## src/rtl/uart_8.sv

```systemverilog
`default_nettype none
// ============================================================================
// Module   : uart_8
// Purpose  : 8N1 UART with an oversampled receiver and an optional
//            transmitter (built only when UART8_TX_EN is defined).
// Revision : 1.0
// ============================================================================
module uart_8 #(
    parameter int CLOCK_RATE = 12000000,
    parameter int BAUD_RATE  = 9600,
    parameter int OVERSAMPLE = 16
) (
    input  logic       clk,
    input  logic       reset,
    input  logic       rxEn,
    input  logic       rxIn,
    output logic       rxBusy,
    output logic       rxDone,
    output logic       rxErr,
    output logic [7:0] rxOut,
    input  logic       txEn,
    input  logic       txStart,
    input  logic [7:0] txIn,
    output logic       txBusy,
    output logic       txDone,
    output logic       txOut
);

    localparam int RX_DIV = CLOCK_RATE / (BAUD_RATE * OVERSAMPLE);
    localparam int RX_CW  = (RX_DIV > 1) ? $clog2(RX_DIV) : 1;
    localparam int OS_CW  = $clog2(OVERSAMPLE);

    localparam logic [RX_CW-1:0] RX_DIV_LAST  = RX_CW'(RX_DIV - 1);
    localparam logic [OS_CW-1:0] OS_LAST      = OS_CW'(OVERSAMPLE - 1);
    localparam logic [OS_CW-1:0] OS_HALF_LAST = OS_CW'(OVERSAMPLE / 2 - 1);

    localparam logic [2:0] RX_IDLE  = 3'd0;
    localparam logic [2:0] RX_START = 3'd1;
    localparam logic [2:0] RX_DATA  = 3'd2;
    localparam logic [2:0] RX_STOP  = 3'd3;
    localparam logic [2:0] RX_ERROR = 3'd4;

    logic             rx_meta_q,  rx_meta_d;
    logic             rx_sync_q,  rx_sync_d;
    logic [RX_CW-1:0] rx_div_q,   rx_div_d;
    logic [2:0]       rx_state_q, rx_state_d;
    logic [OS_CW-1:0] rx_os_q,    rx_os_d;
    logic [2:0]       rx_bit_q,   rx_bit_d;
    logic [7:0]       rx_shift_q, rx_shift_d;
    logic [7:0]       rx_out_q,   rx_out_d;
    logic             rx_done_q,  rx_done_d;
    logic             rx_err_q,   rx_err_d;
    logic             rx_tick;

    always_comb begin
        rx_tick    = (rx_div_q == RX_DIV_LAST);
        rx_div_d   = rx_tick ? '0 : rx_div_q + 1'b1;
        rx_meta_d  = rxIn;
        rx_sync_d  = rx_meta_q;
        rx_state_d = rx_state_q;
        rx_os_d    = rx_os_q;
        rx_bit_d   = rx_bit_q;
        rx_shift_d = rx_shift_q;
        rx_out_d   = rx_out_q;
        rx_done_d  = 1'b0;
        rx_err_d   = rx_err_q;

        if (!rxEn) begin
            rx_state_d = RX_IDLE;
            rx_os_d    = '0;
            rx_err_d   = 1'b0;
        end else if (rx_tick) begin
            case (rx_state_q)
                RX_IDLE: begin
                    if (!rx_sync_q) begin
                        rx_state_d = RX_START;
                        rx_os_d    = '0;
                    end
                end
                RX_START: begin
                    // Half a bit in: a high line here was only a glitch.
                    if (rx_os_q == OS_HALF_LAST) begin
                        rx_os_d    = '0;
                        rx_bit_d   = '0;
                        rx_state_d = rx_sync_q ? RX_IDLE : RX_DATA;
                    end else begin
                        rx_os_d = rx_os_q + 1'b1;
                    end
                end
                RX_DATA: begin
                    if (rx_os_q == OS_LAST) begin
                        rx_os_d    = '0;
                        rx_shift_d = {rx_sync_q, rx_shift_q[7:1]};
                        rx_bit_d   = rx_bit_q + 1'b1;
                        if (rx_bit_q == 3'd7) begin
                            rx_state_d = RX_STOP;
                        end
                    end else begin
                        rx_os_d = rx_os_q + 1'b1;
                    end
                end
                RX_STOP: begin
                    if (rx_os_q == OS_LAST) begin
                        rx_os_d = '0;
                        if (rx_sync_q) begin
                            rx_out_d   = rx_shift_q;
                            rx_done_d  = 1'b1;
                            rx_state_d = RX_IDLE;
                        end else begin
                            rx_err_d   = 1'b1;
                            rx_state_d = RX_ERROR;
                        end
                    end else begin
                        rx_os_d = rx_os_q + 1'b1;
                    end
                end
                RX_ERROR: begin
                    if (rx_sync_q) begin
                        rx_err_d   = 1'b0;
                        rx_state_d = RX_IDLE;
                    end
                end
                default: rx_state_d = RX_IDLE;
            endcase
        end
    end

    always_ff @(posedge clk) begin
        if (reset) begin
            rx_meta_q  <= 1'b1;
            rx_sync_q  <= 1'b1;
            rx_div_q   <= '0;
            rx_state_q <= RX_IDLE;
            rx_os_q    <= '0;
            rx_bit_q   <= '0;
            rx_shift_q <= '0;
            rx_out_q   <= '0;
            rx_done_q  <= 1'b0;
            rx_err_q   <= 1'b0;
        end else begin
            rx_meta_q  <= rx_meta_d;
            rx_sync_q  <= rx_sync_d;
            rx_div_q   <= rx_div_d;
            rx_state_q <= rx_state_d;
            rx_os_q    <= rx_os_d;
            rx_bit_q   <= rx_bit_d;
            rx_shift_q <= rx_shift_d;
            rx_out_q   <= rx_out_d;
            rx_done_q  <= rx_done_d;
            rx_err_q   <= rx_err_d;
        end
    end

    assign rxBusy = (rx_state_q == RX_START) || (rx_state_q == RX_DATA) ||
                    (rx_state_q == RX_STOP);
    assign rxDone = rx_done_q;
    assign rxErr  = rx_err_q;
    assign rxOut  = rx_out_q;

`ifdef UART8_TX_EN
    localparam int TX_DIV = CLOCK_RATE / BAUD_RATE;
    localparam int TX_CW  = (TX_DIV > 1) ? $clog2(TX_DIV) : 1;
    localparam logic [TX_CW-1:0] TX_DIV_LAST = TX_CW'(TX_DIV - 1);

    localparam logic [1:0] TX_IDLE  = 2'd0;
    localparam logic [1:0] TX_START = 2'd1;
    localparam logic [1:0] TX_DATA  = 2'd2;
    localparam logic [1:0] TX_STOP  = 2'd3;

    logic [1:0]       tx_state_q, tx_state_d;
    logic [TX_CW-1:0] tx_cnt_q,   tx_cnt_d;
    logic [2:0]       tx_bit_q,   tx_bit_d;
    logic [7:0]       tx_shift_q, tx_shift_d;
    logic             tx_out_q,   tx_out_d;
    logic             tx_done_q,  tx_done_d;
    logic             tx_tick;

    always_comb begin
        tx_tick    = (tx_cnt_q == TX_DIV_LAST);
        tx_state_d = tx_state_q;
        tx_cnt_d   = tx_tick ? '0 : tx_cnt_q + 1'b1;
        tx_bit_d   = tx_bit_q;
        tx_shift_d = tx_shift_q;
        tx_out_d   = tx_out_q;
        tx_done_d  = 1'b0;

        if (!txEn) begin
            tx_state_d = TX_IDLE;
            tx_cnt_d   = '0;
            tx_out_d   = 1'b1;
        end else begin
            case (tx_state_q)
                TX_IDLE: begin
                    tx_cnt_d = '0;
                    tx_out_d = 1'b1;
                    if (txStart) begin
                        tx_shift_d = txIn;
                        tx_state_d = TX_START;
                        tx_out_d   = 1'b0;
                    end
                end
                TX_START: begin
                    if (tx_tick) begin
                        tx_state_d = TX_DATA;
                        tx_bit_d   = '0;
                        tx_out_d   = tx_shift_q[0];
                    end
                end
                TX_DATA: begin
                    if (tx_tick) begin
                        if (tx_bit_q == 3'd7) begin
                            tx_state_d = TX_STOP;
                            tx_out_d   = 1'b1;
                        end else begin
                            tx_bit_d   = tx_bit_q + 1'b1;
                            tx_shift_d = {1'b0, tx_shift_q[7:1]};
                            tx_out_d   = tx_shift_q[1];
                        end
                    end
                end
                default: begin
                    if (tx_tick) begin
                        tx_state_d = TX_IDLE;
                        tx_done_d  = 1'b1;
                        tx_out_d   = 1'b1;
                    end
                end
            endcase
        end
    end

    always_ff @(posedge clk) begin
        if (reset) begin
            tx_state_q <= TX_IDLE;
            tx_cnt_q   <= '0;
            tx_bit_q   <= '0;
            tx_shift_q <= '0;
            tx_out_q   <= 1'b1;
            tx_done_q  <= 1'b0;
        end else begin
            tx_state_q <= tx_state_d;
            tx_cnt_q   <= tx_cnt_d;
            tx_bit_q   <= tx_bit_d;
            tx_shift_q <= tx_shift_d;
            tx_out_q   <= tx_out_d;
            tx_done_q  <= tx_done_d;
        end
    end

    assign txBusy = (tx_state_q != TX_IDLE);
    assign txDone = tx_done_q;
    assign txOut  = tx_out_q;
`else
    logic unused_tx;
    assign unused_tx = ^{txEn, txStart, txIn};
    assign txBusy    = 1'b0;
    assign txDone    = 1'b0;
    assign txOut     = 1'b1;
`endif

endmodule
`default_nettype wire

```

## config.mk

```make
export PLATFORM = sky130hd
export DESIGN_NAME = uart_8
export DESIGN_NICKNAME = d
export VERILOG_FILES = /design/src/rtl/uart_8.sv
export SDC_FILE = /design/constraint.sdc
export NUM_CORES = 1
export LEC_CHECK = 0
export BUFFER_PORTS_ARGS = -buffer_cell sky130_fd_sc_hd__buf_2
export CAP_MARGIN = 0
export CORE_MARGIN = 4
export CORE_UTILIZATION = 45
export CTS_BUF_LIST = sky130_fd_sc_hd__clkbuf_2 sky130_fd_sc_hd__clkbuf_4 sky130_fd_sc_hd__clkbuf_8
export DETAILED_ROUTE_END_ITERATION = 8
export HOLD_SLACK_MARGIN = 0.1
export PLACE_DENSITY = 0.74
export SYNTH_ARGS = -nofsm -noshare
export SYNTH_HDL_FRONTEND = slang
export SYNTH_SLANG_ARGS = --single-unit
```

## constraint.sdc

```tcl
create_clock -name clk -period 1.65 [get_ports clk]
set_input_delay 0.2475 -clock clk [delete_from_list [all_inputs] [get_ports clk]]
set_output_delay 0.2475 -clock clk [all_outputs]
set_load 0.05 [all_outputs]
```

# Yosys cells after proc, flatten, opt, wreduce, memory -nomap -nowiden
# Index checks and enable logic that the tools add are counted.
# word_totals
output_inout_bits	14
regBits	37
wordCells	69
in_bits	14
# classes
bitwise	4
addsub	3
eq_ne	15
mux	21
n_reduce_logical	16
# ops
op	n
3-bit 2-to-1 mux	9
3-bit one-hot mux with 5 select lines	1
5-bit AND reduction	3
2-bit inequality test (second input constant)	7
4-bit 2-to-1 mux	3
4-bit one-hot mux with 3 select lines	1
7-bit by 1-bit adder with 7-bit output (second input constant)	1
7-bit == test (second input constant)	1
7-bit AND reduction	1
3-bit by 2-bit == test with 1-bit output (second input constant)	2
3-bit == test (second input constant)	2
3-bit one-hot mux with 2 select lines	1
2-bit OR reduction	3
5-bit OR reduction	1
4-bit by 1-bit adder with 4-bit output (second input constant)	1
4-bit by 3-bit == test with 1-bit output (second input constant)	1
4-bit == test (second input constant)	1
1-bit 2-to-1 mux	4
1-bit inverter	4
4-bit AND reduction	1
2-bit nonzero test	2
3-bit by 1-bit adder with 3-bit output (second input constant)	1
3-bit by 1-bit == test with 1-bit output (second input constant)	1
3-bit logical NOT	1
other kinds (5)	6

# Logic depth before layout (Yosys ltp)
# logic_depth
word_depth	4
ltp_mapped	8
depth_no_buf	6

# Worst setup path after synthesis
# No wires, ideal clock.
# synth_timing
path_type	register to register
from	register rx_state_q[2]
to	register rx_os_q[3]
required_time_ps	1576
setup_slack_ps	-88
path_stages_with_launch	6
n_path_buf	1
arrival_time_ps	1664
synth_period_minus_slack_ps	1738
setup_time_ps	74
cell_sequence	dfxtp_1 clkbuf_2 o21ba_2 o21ai_1 or4_1 a31oi_1
# synth_via
elab_chain_cells	4
word_cells_on_any_way	9
cone_classes	4 x eq/ne; 1 x mux; 4 x reduce/logical
# synth_rtl
item	line	source
from (decl)	46	logic [2:0] rx_state_q, rx_state_d;
from (signal assigned)	144	rx_state_q <= rx_state_d;
3-bit by 2-bit == test with 1-bit output	73	case (rx_state_q)
2-bit OR reduction (no line)	n/a	
3-bit nonzero test (no line)	n/a	
3-bit AND reduction (no line)	n/a	
to (signal assigned)	145	rx_os_q <= rx_os_d;
to (decl)	47	logic [OS_CW-1:0] rx_os_q, rx_os_d;
# Parallel ways exist; a longest one is shown, timed or not.
# A chain may end at the register's enable or synchronous reset.

# Worst setup path after layout
# layout_timing
from	register rx_div_q[1]
to	register rx_os_q[2]
# layout_via
elab_chain_cells	2
# layout_rtl
item	line	source
from (decl)	45	logic [RX_CW-1:0] rx_div_q, rx_div_d;
from (signal assigned)	143	rx_div_q <= rx_div_d;
7-bit == test	56	rx_tick = (rx_div_q == RX_DIV_LAST);
3-bit AND reduction (no line)	n/a	
# No other way between the ends.

==> results.py <==
metrics = {
    "run_status": {
        "outcome": "finished, violations left",
        "violations": "setup timing",
    },
    "placed_design": {
        "hpwl_mm": 2.43,
        "place.port_buffers": 14,
        "place_area_um2": 1900,
        "gp_congestion": 0.837,
    },
    "critical_path": {
        "ff2ff_setup_slack_ns": -0.008,
        "worst_ep_required_time_ns": 1.87,
        "cpPeakStageDelay_ns": 0.46,
        "crit_start": "rx_div_q[1]",
        "reg2reg_to": "rx_os_q[2]",
        "crit_arrival_ns": 1.88,
        "startpoint_type": "flop",
        "rr_worst_depth": 6,
        "path_cells": "inv_2 > ha_4 > nand4bb_1 > a2111o_1 > or4b_1 > a21oi_1",
        "critPathSlowestCell": "or4b_1",
        "crit_type": "reg2reg",
        "reg2reg_from": "rx_div_q[1]",
        "cp_max_fo": 2,
        "cp-end-kind": "flop",
    },
    "detailed_routing": {
        "drc": 0,
        "drt_wl_total_mm": 3.56,
        "firstDrtPassIters": 4,
        "route.vias.total": 1520,
        "via_per_inst": 5.67,
        "wl_per_cell_um": 13.3,
        "drt_iter0_drc": 131,
        "ant_nets": 0,
    },
    "clock_network": {
        "cts-root-buf": "clkbuf_8",
        "cts_buffer_depth": 2,
        "cts.repair.resized": 1,
        "hold_buffers": 0,
        "htree_levels": 2,
        "clock_latency_ns": 0.28,
        "clock-sinks": 37,
        "cts_buffers": 5,
        "cts.clk_slew.worst_paths_ns": 0.07,
        "cts_tree": "yes",
        "cts_setup_buffers": 0,
    },
    "pwr": {
        "peakVddDrop_mv": 0.515,
        "power_density_nw_per_um2": 802,
        "total_power_uw": 1620,
        "power_leakage_uw": 0.000725,
    },
    "worst_hold_path": {
        "hp-class": "in2reg",
        "hold_depth": 2,
        "min_from": "rxIn",
        "worstHoldEndpoint": "rx_meta_q",
    },
    "yosys": {
        "synth_area_per_cell_um2": 8.60,
        "yosys_most_used_dff": "dfxtp_1",
        "ys_seq_area_share_pct": 43.1,
        "synth_area_leaders": "dfxtp_1, nand4_1, a21oi_1",
        "ys_warn_count": 0,
        "synthDistinctLibCells": 44,
        "yosys.area.top_type": "dfxtp_1",
        "async_flop_share_pct": 0,
        "netlist_instances": 200,
        "syn-cell-area_um2": 1720,
        "synth-edff-count": 0,
        "ys_seq_elements": 37,
        "yosysTopAreaCellShare_pct": 43.1,
    },
    "global_routing": {
        "antenna_found_initial": 0,
        "grt_max_degree": 30,
        "grt.total_usage_pct": 15.5,
        "grt_pass1_wl_mm": 6.22,
        "grt_pass1_vias": 1383,
        "grt.overflow.total": 0,
    },
    "finish": {
        "fin_nets": 239,
        "syn_to_final_growth_pct": 17.4,
        "fin_area_um2": 2020,
        "drive_gt1_share_pct": 26.4,
        "fillers": 353,
        "n_antenna_cell": 0,
    },
    "floorplanning": {
        "rows": 22,
        "die_h_um": 69.8,
        "start_util_pct": 46.6,
        "die_area_um2": 4880,
        "coreArea_um2": 3690,
        "ios": 28,
        "die_w_um": 69.8,
    },
    "sta": {
        "min_period_ns": 1.66,
        "rsz0062_at_grt": "true",
        "drv_slew": 0,
        "setup_ws_ns": -0.00758,
        "fmax_mhz": 603,
        "setup_viol": 1,
        "hold_violations": 0,
        "clock_skew_ns": 0.00515,
        "period_share_pct": 100,
    },
    "run": {
        "maxCapViolCount": 0,
    },
}
[flip-flops by register name (all words and copies together) (netlist names), 3 cells and up]
signal,count
rx_div_q,7
rx_state_q,3
rxOut,8
rx_bit_q,3
rx_os_q,4
rx_shift_q,8
[stage by stage]
| stage | instances | worst slack (ns) | util (%) | setup TNS, ns | hold slack (ns) |
|---|---|---|---|---|---|
| 2_1_floorplan | 201 | -0.0383 | - | -0.0383 | 0.351 |
| 3_3_place_gp | 261 | -0.0407 | 51.4 | -0.423 | 0.393 |
| 3_5_place_dp | 261 | -0.117 | 51.4 | -0.711 | 0.396 |
| 4_1_cts | 268 | -0.0446 | 53.9 | -0.0446 | 0.139 |
| 5_1_grt | 268 | -0.0603 | 54.7 | -0.475 | 0.147 |
| 6_report | 268 | -0.00758 | 54.7 | -0.00758 | 0.144 |
[worst max path at each step]
stage	slack (ns)	end
3_5_place_dp	-0.12	rxOut[7]
3_3_place_gp	-0.04	rxOut[3]
2_1_floorplan	-0.04	rx_os_q[2]
6_report	-0.008	rx_os_q[2]
5_1_grt	-0.06	rx_os_q[2]
4_1_cts	-0.04	rx_os_q[2]
[layer usage]
layer / GRT usage [%] / up-vias / part of all wire (%)
met1: 20.4 / 703 / 45
met2: 23.3 / 44 / 47
li1: - / 765 / -
met3: 4.20 / 8 / 5.5
met4: 7.66 / 0 / 2.5
met5: 0 / - / 0
[cells by family after synthesis]
kind of cell    Yosys count  synth area share (%)
flops                    37                  43.1
simple gates             69                  23.7
other cells               2                 0.437
xor+xnor                  6                  3.05
fa+ha+maj                 5                  3.64
buf+inv                  23                  7.35
compound gates           58                  18.8
[report_power, final]
part | internal, uW | switching, uW
registers | 902 | 7.31
clock network | 348 | 297
logic | 23.2 | 42.2
total | 1270 | 347
[final cells by class]
| type | instances | area (um2) | area share (%) |
|---|---|---|---|
| Clock buffer | 7 | 90.1 | 4.46 |
| Inverter | 2 | 7.51 | 0.372 |
| Multi-Input combinational cell | 141 | 891 | 44.1 |
| Sequential cell | 37 | 746 | 36.9 |
| Tap cell | 48 | 60.1 | 2.97 |
| Timing Repair Buffer | 33 | 225 | 11.2 |
[synthesized netlist by cell type, types with 2 or more instances]
cell type  number
dfxtp_1        37
a21oi_1        24
o21ai_0        24
nand4_1        23
nor3_1          9
clkbuf_1        8
nand2_1         7
nor2_1          6
buf_2           5
ha_1            5
nand3_1         5
xor2_1          5
buf_4           4
a31oi_1         2
a32oi_1         2
and2_1          2
conb_1          2
inv_1           2
or2_2           2
or3_1           2
[worst max-delay path: cells and delay by family, from the launching register on]
kind                     cells  cell delay [ns]
flip-flops                   1             0.32
AO/OA/AOI/OAI                2             0.51
adder cells (fa/ha/maj)      1             0.12
buffers and inverters        1             0.05
AND/OR/NAND/NOR              2             0.59
[placed cells by master, fill, tap and decap left out, drive strengths merged, types with 2 or more instances in the layout]
master / count
dfxtp: 37
buf: 33
o21ai: 25
a21oi: 24
nand4: 23
nor3: 9
nand2: 7
nor2: 7
clkbuf: 7
xor2: 5
ha: 5
nand3: 5
conb: 3
and2: 3
a32oi: 2
or3: 2
a31oi: 2
or2: 2
inv: 2
No activity file was read; power rests on OpenSTA's default activity.
